[config.mk]
export PLATFORM = sky130hd
export DESIGN_NAME = mmio_uart_tx
export DESIGN_NICKNAME = d
export VERILOG_FILES = /design/src/rtl/mmio_uart_tx.sv
export SDC_FILE = /design/constraint.sdc
export NUM_CORES = 1
export LEC_CHECK = 0
export CORE_ASPECT_RATIO = 1.25
export CORE_MARGIN = 4
export CORE_UTILIZATION = 54
export DETAILED_ROUTE_END_ITERATION = 8
export PLACE_DENSITY_LB_ADDON = 0.2
export SYNTH_ARGS = -nofsm -noshare
export SYNTH_HDL_FRONTEND = slang
export SYNTH_SLANG_ARGS = --single-unit
[constraint.sdc]
create_clock -name clk -period 5.7 [get_ports clk]
set_clock_uncertainty 0.1 [all_clocks]
set_input_delay 1.14 -clock clk [delete_from_list [all_inputs] [get_ports clk]]
set_output_delay 1.14 -clock clk [all_outputs]
set_load 0.01 [all_outputs]
[src/rtl/mmio_uart_tx.sv]
`default_nettype none
// +----------------------------------------------------------------------+
// | mmio_uart_tx : memory-mapped UART transmitter (TXDATA/STATUS + FIFO). |
// | Define UART_TX_PARITY_EN for an even-parity bit. Rev 1.0             |
// +----------------------------------------------------------------------+
module mmio_uart_tx #(
  parameter logic [31:0] BASE_ADDR    = 32'h1000_0000,
  parameter int          CLKS_PER_BIT = 868,
  parameter int          FIFO_DEPTH   = 8
) (
  input  logic        clk,
  input  logic        rst_n,
  input  logic [3:0]  we,
  input  logic [31:0] a,
  input  logic [31:0] wd,
  output logic [31:0] rd,
  output logic        tx
);

  localparam int            AW          = $clog2(FIFO_DEPTH);
  localparam int            BW          = $clog2(CLKS_PER_BIT);
  localparam logic [BW-1:0] BAUD_RELOAD = BW'(CLKS_PER_BIT - 1);
  localparam logic [AW:0]   FIFO_FULL   = (AW+1)'(FIFO_DEPTH);

`ifdef UART_TX_PARITY_EN
  localparam logic PARITY_FLAG = 1'b1;
  typedef enum logic [2:0] {IDLE, START, DATA, PARITY, STOP} state_t;
`else
  localparam logic PARITY_FLAG = 1'b0;
  typedef enum logic [1:0] {IDLE, START, DATA, STOP} state_t;
`endif

  state_t        state_q, state_d;
  logic [BW-1:0] baud_q, baud_d;
  logic [2:0]    bit_q, bit_d;
  logic [7:0]    shift_q, shift_d;
  logic          tx_q, tx_d;
  logic          ovf_q, ovf_d;
  logic [AW-1:0] wptr_q, wptr_d, rptr_q, rptr_d;
  logic [AW:0]   count_q, count_d;
  logic [7:0]    mem_q [FIFO_DEPTH];
`ifdef UART_TX_PARITY_EN
  logic          par_q, par_d;
`endif

  logic       hit, wr_data, wr_stat, full, empty, busy, push, pop, baud_zero;
  logic [7:0] head;
  logic       unused_inputs;

  assign unused_inputs = ^{we[3:1], a[1:0], wd[31:8]};

  assign hit       = (a[31:3] == BASE_ADDR[31:3]);
  assign wr_data   = hit && !a[2] && we[0];
  assign wr_stat   = hit &&  a[2] && we[0];
  assign full      = (count_q == FIFO_FULL);
  assign empty     = (count_q == '0);
  assign busy      = (state_q != IDLE);
  // Full is judged on the registered count, so a same-edge pop never rescues a write.
  assign push      = wr_data && !full;
  assign head      = mem_q[rptr_q];
  assign baud_zero = (baud_q == '0);

  assign rd = (hit && a[2]) ? {27'b0, PARITY_FLAG, ovf_q, busy, empty, full} : 32'b0;
  assign tx = tx_q;

  always_ff @(posedge clk) begin
    if (push) mem_q[wptr_q] <= wd[7:0];
  end

  always_comb begin
    wptr_d  = wptr_q;
    rptr_d  = rptr_q;
    count_d = count_q;
    ovf_d   = ovf_q;
    if (push) wptr_d = wptr_q + 1'b1;
    if (pop)  rptr_d = rptr_q + 1'b1;
    case ({push, pop})
      2'b10:   count_d = count_q + 1'b1;
      2'b01:   count_d = count_q - 1'b1;
      default: count_d = count_q;
    endcase
    if (wr_data && full)          ovf_d = 1'b1;
    else if (wr_stat && wd[3])    ovf_d = 1'b0;
  end

  always_comb begin
    state_d = state_q;
    baud_d  = baud_q;
    bit_d   = bit_q;
    shift_d = shift_q;
    pop     = 1'b0;
`ifdef UART_TX_PARITY_EN
    par_d   = par_q;
`endif
    if (state_q != IDLE) baud_d = baud_zero ? BAUD_RELOAD : baud_q - 1'b1;

    case (state_q)
      IDLE: begin
        if (!empty) begin
          pop     = 1'b1;
          shift_d = head;
          baud_d  = BAUD_RELOAD;
          state_d = START;
`ifdef UART_TX_PARITY_EN
          par_d   = ^head;
`endif
        end
      end
      START: begin
        if (baud_zero) begin
          bit_d   = 3'd0;
          state_d = DATA;
        end
      end
      DATA: begin
        if (baud_zero) begin
          shift_d = {1'b0, shift_q[7:1]};
          bit_d   = bit_q + 1'b1;
`ifdef UART_TX_PARITY_EN
          if (bit_q == 3'd7) state_d = PARITY;
`else
          if (bit_q == 3'd7) state_d = STOP;
`endif
        end
      end
`ifdef UART_TX_PARITY_EN
      PARITY: begin
        if (baud_zero) state_d = STOP;
      end
`endif
      STOP: begin
        if (baud_zero) state_d = IDLE;
      end
      default: state_d = IDLE;
    endcase

    // tx is registered from the next state so the line stays glitch-free.
    case (state_d)
      START:   tx_d = 1'b0;
      DATA:    tx_d = shift_d[0];
`ifdef UART_TX_PARITY_EN
      PARITY:  tx_d = par_d;
`endif
      default: tx_d = 1'b1;
    endcase
  end

  always_ff @(posedge clk or negedge rst_n) begin
    if (!rst_n) begin
      state_q <= IDLE;
      baud_q  <= '0;
      bit_q   <= 3'd0;
      shift_q <= 8'd0;
      tx_q    <= 1'b1;
      ovf_q   <= 1'b0;
      wptr_q  <= '0;
      rptr_q  <= '0;
      count_q <= '0;
`ifdef UART_TX_PARITY_EN
      par_q   <= 1'b0;
`endif
    end else begin
      state_q <= state_d;
      baud_q  <= baud_d;
      bit_q   <= bit_d;
      shift_q <= shift_d;
      tx_q    <= tx_d;
      ovf_q   <= ovf_d;
      wptr_q  <= wptr_d;
      rptr_q  <= rptr_d;
      count_q <= count_d;
`ifdef UART_TX_PARITY_EN
      par_q   <= par_d;
`endif
    end
  end

endmodule
`default_nettype wire

* After elaboration in Yosys (flattened, before gate mapping)
Memories as Yosys holds them, arrays and structs flattened.
Index checks and enable logic that the tools add are counted.
** Word-level totals
- Register bits after elaboration :: 35
- RAM bits :: 64
- Bits of input ports :: 70
- Output and inout port bits :: 33
- Logic and storage cells :: 74
- Memories kept :: 1
** Memory list
- mem_q :: depth 8, bits a word 8, read ports 1, clocked after memory_dff 0, wr ports 1, RTL line 41 : logic [7:0] mem_q [FIFO_DEPTH];
** Cells by class
- $add $sub $neg :: 6
- Equality and inequality tests :: 13
- Multiplexer cells :: 25
- Reductions and logical operators :: 19
** Operators by type and width (number)
- $mux 10 :: 4
- $eq 29x26->1 const B :: 1
- $mux 8 :: 2
- $pmux 8 s2 :: 1
- $logic_not 10->1 :: 1
- $mux 2 :: 5
- $reduce_bool 2->1 :: 5
- $sub 10x1->10 const B :: 1
- $add 3x1->3 const B :: 3
- $eq 2x2->1 const B :: 4
- $pmux 2 s4 :: 1
- $pmux 4 s2 :: 1
- $logic_and 1x1->1 :: 7
- $eq 2x1->1 const B :: 3
- $mux 1 :: 6
- $mux 3 :: 2
- $ne 2x2->1 const B :: 3
- $pmux 3 s2 :: 1
- $reduce_and 3->1 :: 2
- $add 4x1->4 const B :: 1
- $eq 4x4->1 const B :: 1
- $logic_not 4->1 :: 1
- $mux 4 :: 1
- $sub 4x1->4 const B :: 1
- 4 further kinds :: 5

* Depth between registers and ports, before layout
- Word-level depth :: 6
- Depth in mapped cells :: 12
- Gate-level depth less buffers :: 11

* Least setup slack after synthesis
OpenSTA, ideal clock, no wires.
- Path type :: input -> register
- From :: in a[10]
- To :: reg count_q[2]
- Library setup time :: 0.127 ns
- Data arrival time :: 3.229 ns
- Required time :: 5.473 ns
- Path slack :: 2.244 ns
- Stages on the path :: 11
- Buffers on the path :: 0
- Path through :: nor4_1 nand4_1 nor4b_2 inv_1 ha_1 xor2_1 ha_1 a21oi_1 xor2_1 nor2_1 xor2_1
** Between the ends
- Longest elaborated chain between the ends :: 6
- Elaborated cells on any way between the ends :: 8
- Classes of those cells :: eq/ne (3); mux (1); reduce/logical (4)
** RTL lines
- from (decl) :: RTL line 14 : input logic [31:0] a,
- $eq 29x26->1 (*) :: RTL line 52 : assign hit = (a[31:3] == BASE_ADDR[31:3]);
- $logic_and 1x1->1 (*) (2 in series) :: RTL line 53 : assign wr_data = hit && !a[2] && we[0];
- $logic_and 1x1->1 (*) :: RTL line 59 : assign push = wr_data && !full;
- $eq 2x1->1 / $eq 2x2->1 (equally long branches) :: RTL line 77 : case ({push, pop})
- $pmux 4 s2 / $reduce_bool 2->1 (equally long branches)
- to (signal assigned) :: RTL line 171 : count_q <= count_d;
- to (decl) :: RTL line 40 : logic [AW:0] count_q, count_d;
Every way passes the cells marked *; elsewhere a longest branch is shown, timed or not.
A chain may end at the register's enable or synchronous reset.

* Worst setup path after layout
- From :: in a[10]
- To :: out rd[2]
** Between the ends
- Longest elaborated chain between the ends :: 3
** RTL lines
- $eq 29x26->1 :: RTL line 52
- $logic_and 1x1->1 :: RTL line 63 : assign rd = (hit && a[2]) ? {27'b0, PARITY_FLAG, ovf_q, busy, empty, full} : 32'b0;
- $mux 4 :: RTL line 63
- to (decl) :: RTL line 16 : output logic [31:0] rd,
No other way between the ends.

==> flow_summary_export.csv <==
group,metric,value,unit
global_route,antenna_found_initial,0,
sta,min_period_over_period,0.763,
critical_path,criticalPathCategory,"in -> out",
clock_tree,cts_setup_buffers,0,
min_path,worstHoldPathCells,2,
critical_path,max_stage_delay,0.55,ns
synthesis,yosysMostFrequentCell,"edfxtp_1",
run_status,outcome,"completed",
clock_tree,cts_hold_buf,0,
synthesis,synth_cell_types,44,
route,drt-initial-drc-count,136,
global_route,grt_pass1_wl,13400,um
sta,worst_pin_slew,1.11,ns
critical_path,required,4.46,ns
synthesis,synth_edf_count,64,
place,hpwl,5860,um
critical_path,r2r-start,"count_q[2]",
sta,hold_violations,0,
sta,max_freq,0.230,GHz
synthesis,synth_area,4530,sq um
route,ant_nets,0,
clock_tree,numCtsBuffers,9,
sta,finalSetupViolations,0,
floorplanning,top_level_ports,103,
floorplanning,std_cell_rows,37,
floorplanning,die_y,110,um
synthesis,ys.flop_type,"edfxtp_1",
floorplanning,coreArea,8190,sq um
sta,maxSlewViolCount,0,
layout,layout-drive-gt1-share,0.118,
critical_path,cp_slowest_cell,"clkdlybuf4s50_1",
min_path,min_to,"shift_q[4]",
pwr,p_total,1.30,mW
route,remaining_drc_errors,0,
layout,layout.nets,454,
synthesis,yosys_register_bits,99,
synthesis,ys_warn_count,0,
floorplanning,die_w,90.0,um
global_route,grtUsageTotal,0.173,
synthesis,synth_top_area_frac,0.424,
synthesis,async_flop_share,0.354,
floorplanning,floorplan.initialDensity,0.553,
layout,syn_to_final_growth,13.9,%
layout,fin_util,0.630,
place,port-buffer-count,45,
route,wl,8310,um
pwr,ir_drop,0.205,mV
clock_tree,insertion_delay,0.36,ns
clock_tree,path_clk_slew,0.10,ns
sta,min_period,4.35,ns
synthesis,seq_area_frac_synth,0.617,
global_route,grt-ovfl-total,0,
clock_tree,tritoncts,"done",
clock_tree,clockBufferDepth,2,
critical_path,r2r-end,"count_q[2]",
synthesis,yosysTopAreaCell,"edfxtp_1",
pwr,power_density,252,nW/um^2
critical_path,start_kind,"input port",
flow_run,cap_violations,0,
synthesis,netlist_instances,327,
critical_path,cp-end-kind,"primary output",
floorplanning,dieArea,9930,sq um
critical_path,r2r_setup_slack,2.56,ns
route,wire_per_inst,17.4,um
layout,n_fill_cell,633,
pwr,p_leak,1.95,nW
critical_path,crit_fanout,4,
layout,diodes,0,
synthesis,avgSynthCellArea,13.9,sq um
global_route,grt_pass1_vias,2621,
synthesis,synth.area.top_cells,"edfxtp_1, dfrtp_1, mux4_2, buf_4, ha_1",
clock_tree,cts_resized,0,
route,drt_first_pass_iters,7,
min_path,hp-start,"shift_q[4]",
min_path,hold_class,"reg -> reg",
global_route,grt_max_degree,36,
place,place.gp.congestion,0.816,
clock_tree,clockRootBuffer,"clkbuf_8",
synthesis,netlist_top_cells_count,"edfxtp_1, dfrtp_1, nand2_1, buf_4, nor2_1",
critical_path,cp.arrival,3.11,ns
clock_tree,htree_levels,3,
critical_path,reg2reg_depth,10,
sta,tns,0,ns
route,route.vias.total,2669,
route,vias_per_cell,5.60,
sta,max-slew-margin-rel,0.261,
critical_path,path_cells,"clkdlybuf4s50_1 -> nor4_1 -> nand4_1 -> nor2_1 -> nand2_1 -> nor2_1 -> clkdlybuf4s50_1",
sta,rsz0062_at_grt,"false",
clock_tree,cts_sinks,99,
==> worst max path at each step <==
stage	to	cells past startpoint	start
floorplan	count_q[2]	11	a[10]
global placement	rd[2]	7	a[10]
detailed placement	rd[3]	7	a[10]
CTS	rd[2]	7	a[10]
global route	rd[1]	7	a[10]
finish	rd[2]	7	a[10]
==> cell usage in the layout, fill, tap and decap left out, types with 10 or more instances in the layout <==
master            n
mux4_2           16
clkdlybuf4s50_1  45
nor4_1           10
dfrtp_1          34
nand2_1          29
edfxtp_1         64
o21ai_0          18
conb_1           28
nor2_1           20
==> power by group <==
| part | switching [mW] | leakage, nW | internal, mW |
|---|---|---|---|
| Sequential | 0.0128 | 1.06 | 0.786 |
| Combinational | 0.0369 | 0.795 | 0.0426 |
| Clock | 0.256 | 0.0936 | 0.167 |
==> area by class of cell <==
cell class              count  area (sq um)  share of cell area
clock buffers               9           124              0.0240
clock inverters             7          61.3              0.0119
inverters                   7          26.3             0.00509
multi-input cells         209          1550               0.301
flip-flops and latches     99          2800               0.542
well taps                  97           121              0.0235
repair buffers             49           480              0.0930
==> through the flow <==
| step | cell area [sq um] | hold slack [ns] | instances | setup WS (ns) |
|---|---|---|---|---|
| 6_report | 5160 | 0.422 | 477 | 1.35 |
| 5_1_grt | 5160 | 0.444 | 477 | 1.14 |
| 4_1_cts | 5160 | 0.420 | 477 | 1.34 |
| 3_5_place_dp | 4980 | 0.395 | 461 | 1.36 |
| 3_3_place_gp | 4980 | 0.391 | 461 | 1.36 |
| 2_1_floorplan | 4630 | 0.371 | 354 | 2.24 |
==> kinds of logic (layout without fill, tap and decap cells) <==
kind of cell / Yosys count / in the layout / synth area share
adder cells (fa/ha/maj): 9 / 9 / 0.0248
flip-flops: 99 / 99 / 0.617
multiplexers: 27 / 27 / 0.104
AO/OA/AOI/OAI: 44 / 44 / 0.0643
other: 1 / 28 / 0.000827
XOR/XNOR: 13 / 13 / 0.0268
buffers and inverters: 46 / 72 / 0.0624
AND/OR/NAND/NOR: 88 / 88 / 0.0991
==> registers in the layout, summed over array words and instances (netlist names) <==
register and count:
ovf_q 1, tx 1, rptr_q 3, count_q 4, bit_q 3, mem_q 64, state_q 2, baud_q 10
shift_q 8, wptr_q 3
==> routing by layer <==
| layer | track usage | routed length [um] | up-vias |
|---|---|---|---|
| met3 | 0.0334 | 257 | 13 |
| met1 | 0.211 | 3340 | 1332 |
| met4 | 0.0531 | 126 | 0 |
| met5 | 0 | 0 | - |
| met2 | 0.312 | 4580 | 60 |
| li1 | - | - | 1264 |
==> critical path: cells and delay by family <==
| kind | cells | cell delay (ns) |
|---|---|---|
| AND/OR/NAND/NOR | 5 | 1.03 |
| buffers and inverters | 2 | 0.95 |
Power figures use the tool's default switching activity.
==> RTL edit: new RTL, config.mk and constraints unchanged <==
Change the localparam `PARITY_FLAG` from 1'b0 to 1'b1.
--- a/src/rtl/mmio_uart_tx.sv
+++ b/src/rtl/mmio_uart_tx.sv
@@ -27,5 +27,5 @@
   typedef enum logic [2:0] {IDLE, START, DATA, PARITY, STOP} state_t;
 `else
-  localparam logic PARITY_FLAG = 1'b0;
+  localparam logic PARITY_FLAG = 1'b1;
   typedef enum logic [1:0] {IDLE, START, DATA, STOP} state_t;
 `endif
Formal check against the unedited RTL: not equivalent (Yosys sat finds a counterexample within 4 cycles, from zero or initial values and one cycle with rst_n low).
==> RTL edit against the original RTL <==
Wire length is 3.8% higher. Worst setup slack worse by 0.25 ns. Critical path depth is 1 lower. Total power is 2.7% higher. Final area is 2.5% higher. Highest routed layer unchanged. Count of clock-buffer cells in the layout stayed put. Global-route usage is 0.86 points higher. Synthesized area is 2.3% higher. Combinational power is 3.0% higher. Sequential cell count stayed put.
==> RTL edit: results (changes against the original RTL) <==
Placed design
  – Number of buffers inserted by port buffering: 46 (+2.2%)
  – Post-placement worst setup slack: 1.12 ns (-0.244 ns)
  – Cell total after placement: 465 (+0.87%)
  – Area of placed instances: 5090 µm² (+2.3%)
  – Routability-driven placement congestion ratio: 0.835 (+2.4%)

GRT
  – GR Layer Usage met3: 0.0351 (+0.00176)
  – Met2 track utilization from global routing: 0.327 (+0.0148)
  – Met1 demand-to-capacity share in global routing: 0.221 (+0.0101)
  – Combined global-route utilization of all metal layers: 0.182 (+0.00862)
  – Wire length of the first global-routing pass: 14,500 µm (+7.6%)

Power and ir drop
  – Power dissipated in combinational cells: 0.0819 mW (+3.0%)
  – Switch share: 0.244 (+0.00908)
  – Leakage power figure: 2.02 nW (+3.6%)
  – Internal power component: 1.01 mW (+1.5%)

Worst setup path
  – Startpoint of the worst setup timing path: a[21]
  – WP data arrival: 3.36 ns (+0.25 ns)
  – Worst setup path endpoint: rd[0]

Layout
  – Fill cell total of the finished layout: 631 (-0.32%)
  – Ratio of cells with drive above 1 in the final layout: 0.120 (+0.00137)
  – Cell Count, Final, Fillers Out: 481 (+0.84%)
  – Number of nets in the layout: 458 (+0.88%)

Min path
  – Cells on Worst Hold Path: 1 (-1)
  – Worst hold path endpoint: shift_q[1]
  – Min-Delay Startpoint: shift_q[1]

Synth
  – Sequential cell area fraction in the yosys report: 0.603 (-0.0140)
  – Most area-consuming cells after synthesis: sky130_fd_sc_hd__edfxtp_1 41%, sky130_fd_sc_hd__dfrtp_1 18%, sky130_fd_sc_hd__mux4_2 7.8%
  – Multiplexer share of the synthesized area: 0.102 (-0.00236)
  – Post-synthesis xor/xnor area fraction: 0.0208 (-0.00600)
  – Adder-cell share of the synthesized area: 0.0243 (-0.000563)
  – Ranking of synthesized cells by instance count: 64 x sky130_fd_sc_hd__edfxtp_1, 34 x sky130_fd_sc_hd__dfrtp_1, 28 x sky130_fd_sc_hd__buf_4
  – Avg Synthesized Cell Area: 14.0 µm² (+1.1%)
  – Compound-cell area share of the yosys netlist: 0.0653 (+0.000971)

Route
  – Iter 0 DRT Violations: 90 (-34%)
  – Number of iterations in the first detailed-routing pass: 4 (-3)
  – Total wirelength of the detailed-routed design: 8620 µm (+3.8%)
  – Routed wire length on met3: 234 µm (-8.9%)
  – Count of vias placed by the detailed router: 2,767 (+3.7%)

STA
  – Worst hold-check slack: 0.421 ns (-0.00106 ns)
  – Ratio of final minimum period to clock period: 0.808 (+0.0442)
  – Pin slew with the least headroom to its limit: 1.09 ns (-0.0194 ns)

Run status
  – Result of the run: complete, no violations
RTL edit: cell type report:
| class | instances | area, µm² | area share |
|---|---|---|---|
| well taps | 97 | 121 | 0.0229 |
| clock buffers | 9 | 124 | 0.0234 |
| clock inverters | 7 | 76.3 | 0.0144 |
| inverters | 9 | 33.8 | 0.00638 |
| repair buffers | 50 | 490 | 0.0927 |
| flip-flops and latches | 99 | 2800 | 0.529 |
| multi-input cells | 210 | 1650 | 0.311 |
RTL edit: logic make-up (layout without fill, tap and decap cells):
| group | after synthesis | count (layout) |
|---|---|---|
| buffers and inverters | 48 | 75 |
| other | 1 | 27 |
| flip-flops | 99 | 99 |
| XOR/XNOR | 11 | 11 |
| AND/OR/NAND/NOR | 92 | 92 |
| multiplexers | 27 | 27 |
| adder cells (fa/ha/maj) | 9 | 9 |
| AO/OA/AOI/OAI | 44 | 44 |
